===== src/rtl/rv_rf_pkg.sv =====
// Shared widths and types for the integer register file.
package rv_rf_pkg;

   localparam int XLEN  = 32;
   localparam int NREGS = 32;
   localparam int AW    = $clog2(NREGS);

   typedef logic [AW-1:0]   reg_addr_t;
   typedef logic [XLEN-1:0] xdata_t;

   localparam reg_addr_t REG_ZERO = '0;

endpackage


===== src/rtl/rf_read_port.sv =====
// One combinational read port: x0 forcing, optional write-to-read bypass and
// busy masking when the producer is writing back this very cycle.
module rf_read_port #(
   parameter int XLEN   = rv_rf_pkg::XLEN,
   parameter int AW     = rv_rf_pkg::AW,
   parameter int BYPASS = 1
) (
   input  logic [AW-1:0]   rdAddr,
   input  logic [XLEN-1:0] arrayData,
   input  logic            busyBit,
   input  logic            we,
   input  logic [AW-1:0]   wrAddr,
   input  logic [XLEN-1:0] wrData,
   output logic [XLEN-1:0] rdData,
   output logic            rdBusy
);

   logic isZero;
   logic bypassHit;

   assign isZero    = (rdAddr == '0);
   assign bypassHit = (BYPASS != 0) && we && (wrAddr == rdAddr);

   // A forwarded writeback satisfies the dependency, so it also drops the stall.
   always_comb begin
      rdData = arrayData;
      rdBusy = busyBit;
      if (isZero) begin
         rdData = '0;
         rdBusy = 1'b0;
      end else if (bypassHit) begin
         rdData = wrData;
         rdBusy = 1'b0;
      end
   end

endmodule


===== src/rtl/regfile_sb.sv =====
// Multi-read-port register file with one write port and a per-register busy
// scoreboard used by decode to stall on outstanding producers.
module regfile_sb #(
   parameter int XLEN   = rv_rf_pkg::XLEN,
   parameter int NREGS  = rv_rf_pkg::NREGS,
   parameter int NRD    = 2,
   parameter int BYPASS = 1,
   localparam int AW    = $clog2(NREGS)
) (
   input  logic                clk_i,
   input  logic                rst_n,
   input  logic [NRD*AW-1:0]   rd_addr_i,
   output logic [NRD*XLEN-1:0] rd_data_o,
   output logic [NRD-1:0]      rd_busy_o,
   input  logic                we_i,
   input  logic [AW-1:0]       wr_addr_i,
   input  logic [XLEN-1:0]     wr_data_i,
   input  logic                issue_i,
   input  logic [AW-1:0]       issue_addr_i,
   input  logic                flush_i,
   input  logic [AW-1:0]       dbg_addr_i,
   output logic [XLEN-1:0]     dbg_data_o
);

   logic [XLEN-1:0] regs [NREGS];
   logic [NREGS-1:0] busy;
   logic [NREGS-1:0] busyNext;

   // Entry 0 is never written so it stays at its reset value of zero.
   always_ff @(posedge clk_i or negedge rst_n) begin
      if (!rst_n) begin
         for (int r = 0; r < NREGS; r++) begin
            regs[r] <= '0;
         end
      end else if (we_i && (wr_addr_i != '0)) begin
         regs[wr_addr_i] <= wr_data_i;
      end
   end

   // Flush beats a new producer, and a new producer beats a same-cycle writeback.
   always_comb begin
      busyNext = busy;
      busyNext[0] = 1'b0;
      for (int r = 1; r < NREGS; r++) begin
         if (flush_i) begin
            busyNext[r] = 1'b0;
         end else if (issue_i && (issue_addr_i == AW'(r))) begin
            busyNext[r] = 1'b1;
         end else if (we_i && (wr_addr_i == AW'(r))) begin
            busyNext[r] = 1'b0;
         end
      end
   end

   always_ff @(posedge clk_i or negedge rst_n) begin
      if (!rst_n) begin
         busy <= '0;
      end else begin
         busy <= busyNext;
      end
   end

   for (genvar k = 0; k < NRD; k++) begin : g_rdPort
      logic [AW-1:0] portAddr;
      assign portAddr = rd_addr_i[k*AW +: AW];

      rf_read_port #(
         .XLEN   (XLEN),
         .AW     (AW),
         .BYPASS (BYPASS)
      ) u_rdPort (
         .rdAddr    (portAddr),
         .arrayData (regs[portAddr]),
         .busyBit   (busy[portAddr]),
         .we        (we_i),
         .wrAddr    (wr_addr_i),
         .wrData    (wr_data_i),
         .rdData    (rd_data_o[k*XLEN +: XLEN]),
         .rdBusy    (rd_busy_o[k])
      );
   end

   assign dbg_data_o = (dbg_addr_i == '0) ? '0 : regs[dbg_addr_i];

endmodule


===== config.mk =====
export PLATFORM = sky130hd
export DESIGN_NAME = regfile_sb
export DESIGN_NICKNAME = d
export VERILOG_FILES = /design/src/rtl/rv_rf_pkg.sv /design/src/rtl/rf_read_port.sv /design/src/rtl/regfile_sb.sv
export SDC_FILE = /design/constraint.sdc
export NUM_CORES = 2
export LEC_CHECK = 0
export ABC_AREA = 1
export CORE_ASPECT_RATIO = 1.4
export CORE_MARGIN = 1.5
export CORE_UTILIZATION = 35
export CTS_CLUSTER_DIAMETER = 50
export DETAILED_ROUTE_END_ITERATION = 7
export PLACE_DENSITY_LB_ADDON = 0.08
export SKIP_LAST_GASP = 1
export SLEW_MARGIN = 20
export SYNTH_ARGS = -nofsm -noshare
export SYNTH_HDL_FRONTEND = slang
export SYNTH_HIERARCHICAL = 1
export SYNTH_SLANG_ARGS = --single-unit

===== constraint.sdc =====
create_clock -name clk_i -period 2.3 [get_ports clk_i]
set_input_delay 0.345 -clock clk_i [delete_from_list [all_inputs] [get_ports clk_i]]
set_output_delay 0.345 -clock clk_i [all_outputs]
set_load 0.02 [all_outputs]

==> Word level (Yosys, flattened, before mapping) <==
Cells that the tools add are included.
{ "totals": {"word_cells": 357, "input_bits": 62, "out_inout_bits": 98, "regBits": 1055} }
{ "classes": {"reduce_logical": 101, "order_cmp": 7, "eq_ne": 64, "n_mux": 118, "n_bitwise": 4} }
{ "op_table": {"columns": ["cell", "n"], "rows": [
  ["$bwmux 1024", 1],
  ["$bmux 32 s5", 3],
  ["$mux 32", 12],
  ["$demux 32 s5", 1],
  ["$eq 5x5->1 const B", 32],
  ["$mux 1", 99],
  ["$reduce_bool 3->1", 31],
  ["$eq 5x4->1 const B", 16],
  ["$logic_and 1x1->1", 66],
  ["$eq 5x3->1 const B", 8],
  ["$ge 6x6->1 const B", 4],
  ["$not 5->6", 4],
  ["$eq 5x2->1 const B", 4],
  ["$logic_not 5->1", 3],
  ["$lt 5x6->1 const B", 2],
  ["$bmux 1 s5", 2],
  ["$eq 5x1->1 const B", 2],
  ["$eq 5x5->1", 2],
  ["$lt 6x1->1 const B", 1],
  ["$reduce_bool 5->1", 1]
]} }

==> Longest topological paths before layout <==
{ "depth": {"ltp_word": 6, "depth_mapped": 17} }

==> Modules after synthesis <==
The synthesis kept the hierarchy.
{ "by_module_without_submodules": {"columns": ["module", "n_inst", "area_each_um2", "cells_per_inst"], "rows": [
  ["regfile_sb", 1, 68729.7, 10947],
  ["rf_read_port", 2, 785.8, 202]
]} }

==> Least setup slack after synthesis <==
OpenSTA, ideal clock, no wires.
{ "synth_path": {"path_kind": "input -> output", "from": "input port rd_addr_i[0]", "to": "output port rd_data_o[22]", "path_stages": 16, "setup_slack_ns": 0.117, "t_arrival_ns": 1.838, "required_ns": 1.955, "cell_sequence": "buf_4 > inv_2 > buf_2 > clkbuf_1 > nand2_1 > nand3_1 > nand3_1 > nand2_1 > nand2_1 > nand2_1 > nand2_1 > nand2_1 > inv_1 > nand2_1 > nand2_1 > nor2_1"} }
{ "synth_via": {"elab_chain_cells": 6} }
{ "synth_rtl": {"columns": ["item", "line", "text"], "rows": [
  ["start, declared", "regfile_sb.sv:12", "input logic [NRD*AW-1:0] rd_addr_i,"],
  ["$not 5->6 (not written as such)", "regfile_sb.sv:73", ".arrayData (regs[portAddr]),"],
  ["$bmux 32 s5", "regfile_sb.sv:73", null],
  ["$mux 32 (not written as such) (2 in series)", "regfile_sb.sv:73", null],
  ["$mux 32", "rf_read_port.sv:31", "end else if (bypassHit) begin"],
  ["$mux 32 *", "rf_read_port.sv:28", "if (isZero) begin"],
  ["end, declared", "regfile_sb.sv:13", "output logic [NRD*XLEN-1:0] rd_data_o,"]
]} }
Every way passes the cells marked *; elsewhere a longest branch is shown, timed or not. The select of a mux whose other input is x is not followed.

==> Worst setup path in the final report <==
{ "layout_path": {"from": "register regs[277] (netlist name)", "to": "output port rd_data_o[21]"} }
{ "layout_via": {"elab_chain_cells": 5} }
{ "layout_rtl": {"columns": ["item", "line", "text"], "rows": [
  ["start, declared", "regfile_sb.sv:25", "logic [XLEN-1:0] regs [NREGS];"],
  ["start signal, assigned by index", "regfile_sb.sv:36", "regs[wr_addr_i] <= wr_data_i;"],
  ["$bmux 32 s5", "regfile_sb.sv:73", null],
  ["$mux 32 (not written as such) (2 in series)", "regfile_sb.sv:73", null],
  ["$mux 32", "rf_read_port.sv:31", null],
  ["$mux 32", "rf_read_port.sv:28", null]
]} }
Every way passes these cells. The select of a mux whose other input is x is not followed.

==> results.json <==
{
  "dr.pass1.iters": 7,
  "synth_top_flop_cell": "dfrtp_1",
  "place_ws_ns": -0.9569,
  "cp_max_fo": 2,
  "worst-slew-pin-transition_ns": 0.6705,
  "r2r-start": "regs[496]",
  "num_vias": 86360,
  "min_period_ns": 3.101,
  "p_int_mw": 47.14,
  "avgSynthCellArea_um2": 6.193,
  "slew_headroom_pct": 55.30,
  "drc": 0,
  "outcome": "finished, violations left",
  "synth_edf_count": 0,
  "startpoint_type": "flop",
  "synth.cell_area_um2": 70300,
  "wl_mm": 391.7,
  "critPathRequiredTime_ns": 1.96,
  "die-area_um2": 203600,
  "cp-end-kind": "output pin",
  "grtUsageMet1_pct": 48.46,
  "clock_latency_ns": 0.82,
  "grt_pass1_wl_mm": 562.2,
  "grt_pass1_vias": 81280,
  "wl_per_cell_um": 25.90,
  "synth_cell_types": 19,
  "syn_nets": 11410,
  "r2r_cells": 6,
  "synth.top_cells.by_count": "nand2_1 (5187), nand3_1 (2173), o21ai_0 (1157), dfrtp_1 (1055), clkbuf_1 (478)",
  "violations": "negative setup slack",
  "yosys_warnings": 6,
  "grt-ovfl-total": 0,
  "power_leakage_nw": 47.39,
  "grt_start_max_net_pins": 104,
  "seq_area_frac_synth_pct": 37.55,
  "finalInstanceArea_um2": 98080,
  "final_nets": 12430,
  "ir_drop_v": 0.0006248,
  "io_buffers": 159,
  "die_y_um": 533.3,
  "synthArstFlopShare_pct": 100.0,
  "busiest_layer": "met2",
  "p_sw_mw": 25.54,
  "fin_ws_ns": -0.8009,
  "fmax_mhz": 322.5,
  "die_x_um": 381.8,
  "yosysTopAreaCell": "dfrtp_1",
  "synth_top_area_share_pct": 37.55,
  "swShare_pct": 35.14,
  "combPwrFrac_pct": 31.5,
  "drive_gt1_share_pct": 24.62,
  "rsz0062_at_grt": "yes",
  "htreeDepth": 4,
  "cts-root-buf": "clkbuf_16",
  "worst_clock_skew_ns": 0,
  "rows": 194,
  "cts_buffers": 151,
  "place.gp.congestion": 0.9558,
  "r2r_end": "regs[496]",
  "antenna_found_initial": 8,
  "syn_inst": 11350,
  "cellPowerDensity_nw_per_um2": 741.0,
  "clockBufferDepth": 4,
  "place_hpwl_mm": 263.9,
  "clkSinkCount": 1055,
  "final-max-slew-violation-count": 0,
  "grt_use_met3_pct": 6.926,
  "seqPwrFrac_pct": 34.5,
  "ant_nets": 0,
  "maxCapViolCount": 0,
  "cts_tree": "built",
  "synth_seq_cells": 1055,
  "use_met2_pct": 57.14,
  "grt.total_usage_pct": 37.08,
  "drtIter0Drc": 11180,
  "setup_violations": 98,
  "area_delta_synth_final_pct": 39.52,
  "yosysMostFrequentCell": "nand2_1",
  "period_share_pct": 134.8,
  "cp_data_arrival_time_ns": 2.76,
  "hold_class": "in -> async",
  "core_um2": 199500,
  "placed_cell_area_um2": 86670,
  "ios": 160,
  "hold_viol": 0,
  "p_clk_share_pct": 34.1,
  "clk_pin_slew_ns": 0.06,
  "start_util_pct": 35.23,
  "netlist_top_cells_area": "dfrtp_1 (38%), nand2_1 (28%), nand3_1 (15%)",
  "r2r_slack_ns": 1.17,
  "avgViaCountPerCell": 5.711,
  "finalSetupTns_ns": -36.40,
  "worst-setup-path-type": "reg -> out"
}
## layer usage
layer	routed length [µm]	vias up
met5	47	-
met4	25320	8
met3	38270	1116
met2	172500	4925
met1	155500	41480
li1	-	38830
## stage by stage
step	hold WS, ns	util (%)	instances	total power, mW
finish	0.04663	49.16	15120	72.67
global route	0.04371	49.15	15120	76.05
CTS	0.01728	47.49	15000	71.07
detailed placement	0.2695	43.44	14610	44.76
global placement	0.2798	43.44	14610	44.52
floorplan	0.04941	-	11350	34.49
## sequential cells by signal, indices dropped and copies added, names as in the netlist
| signal | count |
|---|---|
| regs | 1024 |
| busy | 31 |
## cell type report
| cell class | count | area (µm²) |
|---|---|---|
| Fill cell | 20190 | 101400 |
| Multi-Input combinational cell | 9047 | 42140 |
| Sequential cell | 1055 | 26420 |
| Timing Repair Buffer | 1907 | 20140 |
| Clock buffer | 195 | 4230 |
| Tap cell | 2646 | 3311 |
| Inverter | 205 | 950.9 |
| Clock inverter | 61 | 872.1 |
| Antenna cell | 6 | 15.01 |
## layout by cell type, fill, tap and decap left out, types with 13 or more instances in the layout
master,synthesis,final
a21oi_1,239,183
a21oi_2,0,55
buf_12,0,347
buf_16,0,15
buf_4,43,1266
buf_6,6,210
bufinv_16,0,19
clkbuf_1,478,21
clkbuf_16,0,163
clkbuf_8,0,20
clkdlybuf4s50_1,0,45
clkinv_2,0,18
clkinvlp_4,0,13
dfrtp_1,1055,1043
inv_1,198,121
inv_2,5,52
inv_4,0,13
nand2_1,5187,4770
nand2_2,0,344
nand2_4,0,71
nand3_1,2173,1910
nand3_2,0,256
nor2_1,263,157
nor2_2,0,55
nor2_4,0,51
o21ai_0,1157,1038
o21ai_1,11,104
o21ai_2,0,24
## power by group through the flow
stage               registers [mW]  logic [mW]  clock network [mW]
detailed placement            25.2        19.6                   0
global placement              25.1        19.4                   0
floorplan                     24.6        9.93                   0
CTS                           24.8        21.2                25.1
finish                        25.1        22.9                24.8
global route                  25.4        25.0                25.7
## worst max-delay path: stages (launching register included)
cell and delay (ns):
dfrtp_1 0.39, nand2_1 0.07, nand3_1 0.08, nand3_1 0.08
nand2_1 0.11, nand2_1 0.08, nand2_1 0.07, nand2_1 0.06
nand2_2 0.08, clkinvlp_4 0.23, nand2_1 0.14, nand2_1 0.07
nor2_1 0.12, buf_4 0.20, buf_12 0.13
## logic make-up (layout without fill, tap and decap cells)
group | Yosys count | in the layout | share of synthesized area, %
and+or+nand+nor | 7636 | 7636 | 44.68
buffers and inverters | 1249 | 2368 | 7.708
AOI/OAI and AO/OA | 1411 | 1411 | 10.06
DFF | 1055 | 1055 | 37.55
other | 0 | 6 | 0
## what timing repair did
action                      CTS  global route
pin swaps                   416           608
gates resized for setup    1010           699
setup endpoints to repair    98            98
hold endpoints to repair    305             0
gates cloned                  3             7
hold buffers                  1             0
setup buffers               140           138
## how the worst max path moves through the flow
stage | from | endpoint | slack (ns) | cells past startpoint
floorplan | rd_addr_i[0] | rd_data_o[22] | 0.12 | 16
detailed placement | rd_addr_i[5] | rd_data_o[42] | -0.96 | 17
global placement | rd_addr_i[5] | rd_data_o[42] | -1.03 | 17
CTS | regs[725] | rd_data_o[21] | -0.75 | 14
global route | regs[661] | rd_data_o[21] | -0.85 | 14
finish | regs[277] | rd_data_o[21] | -0.80 | 14
Power figures use the tool's default switching activity.
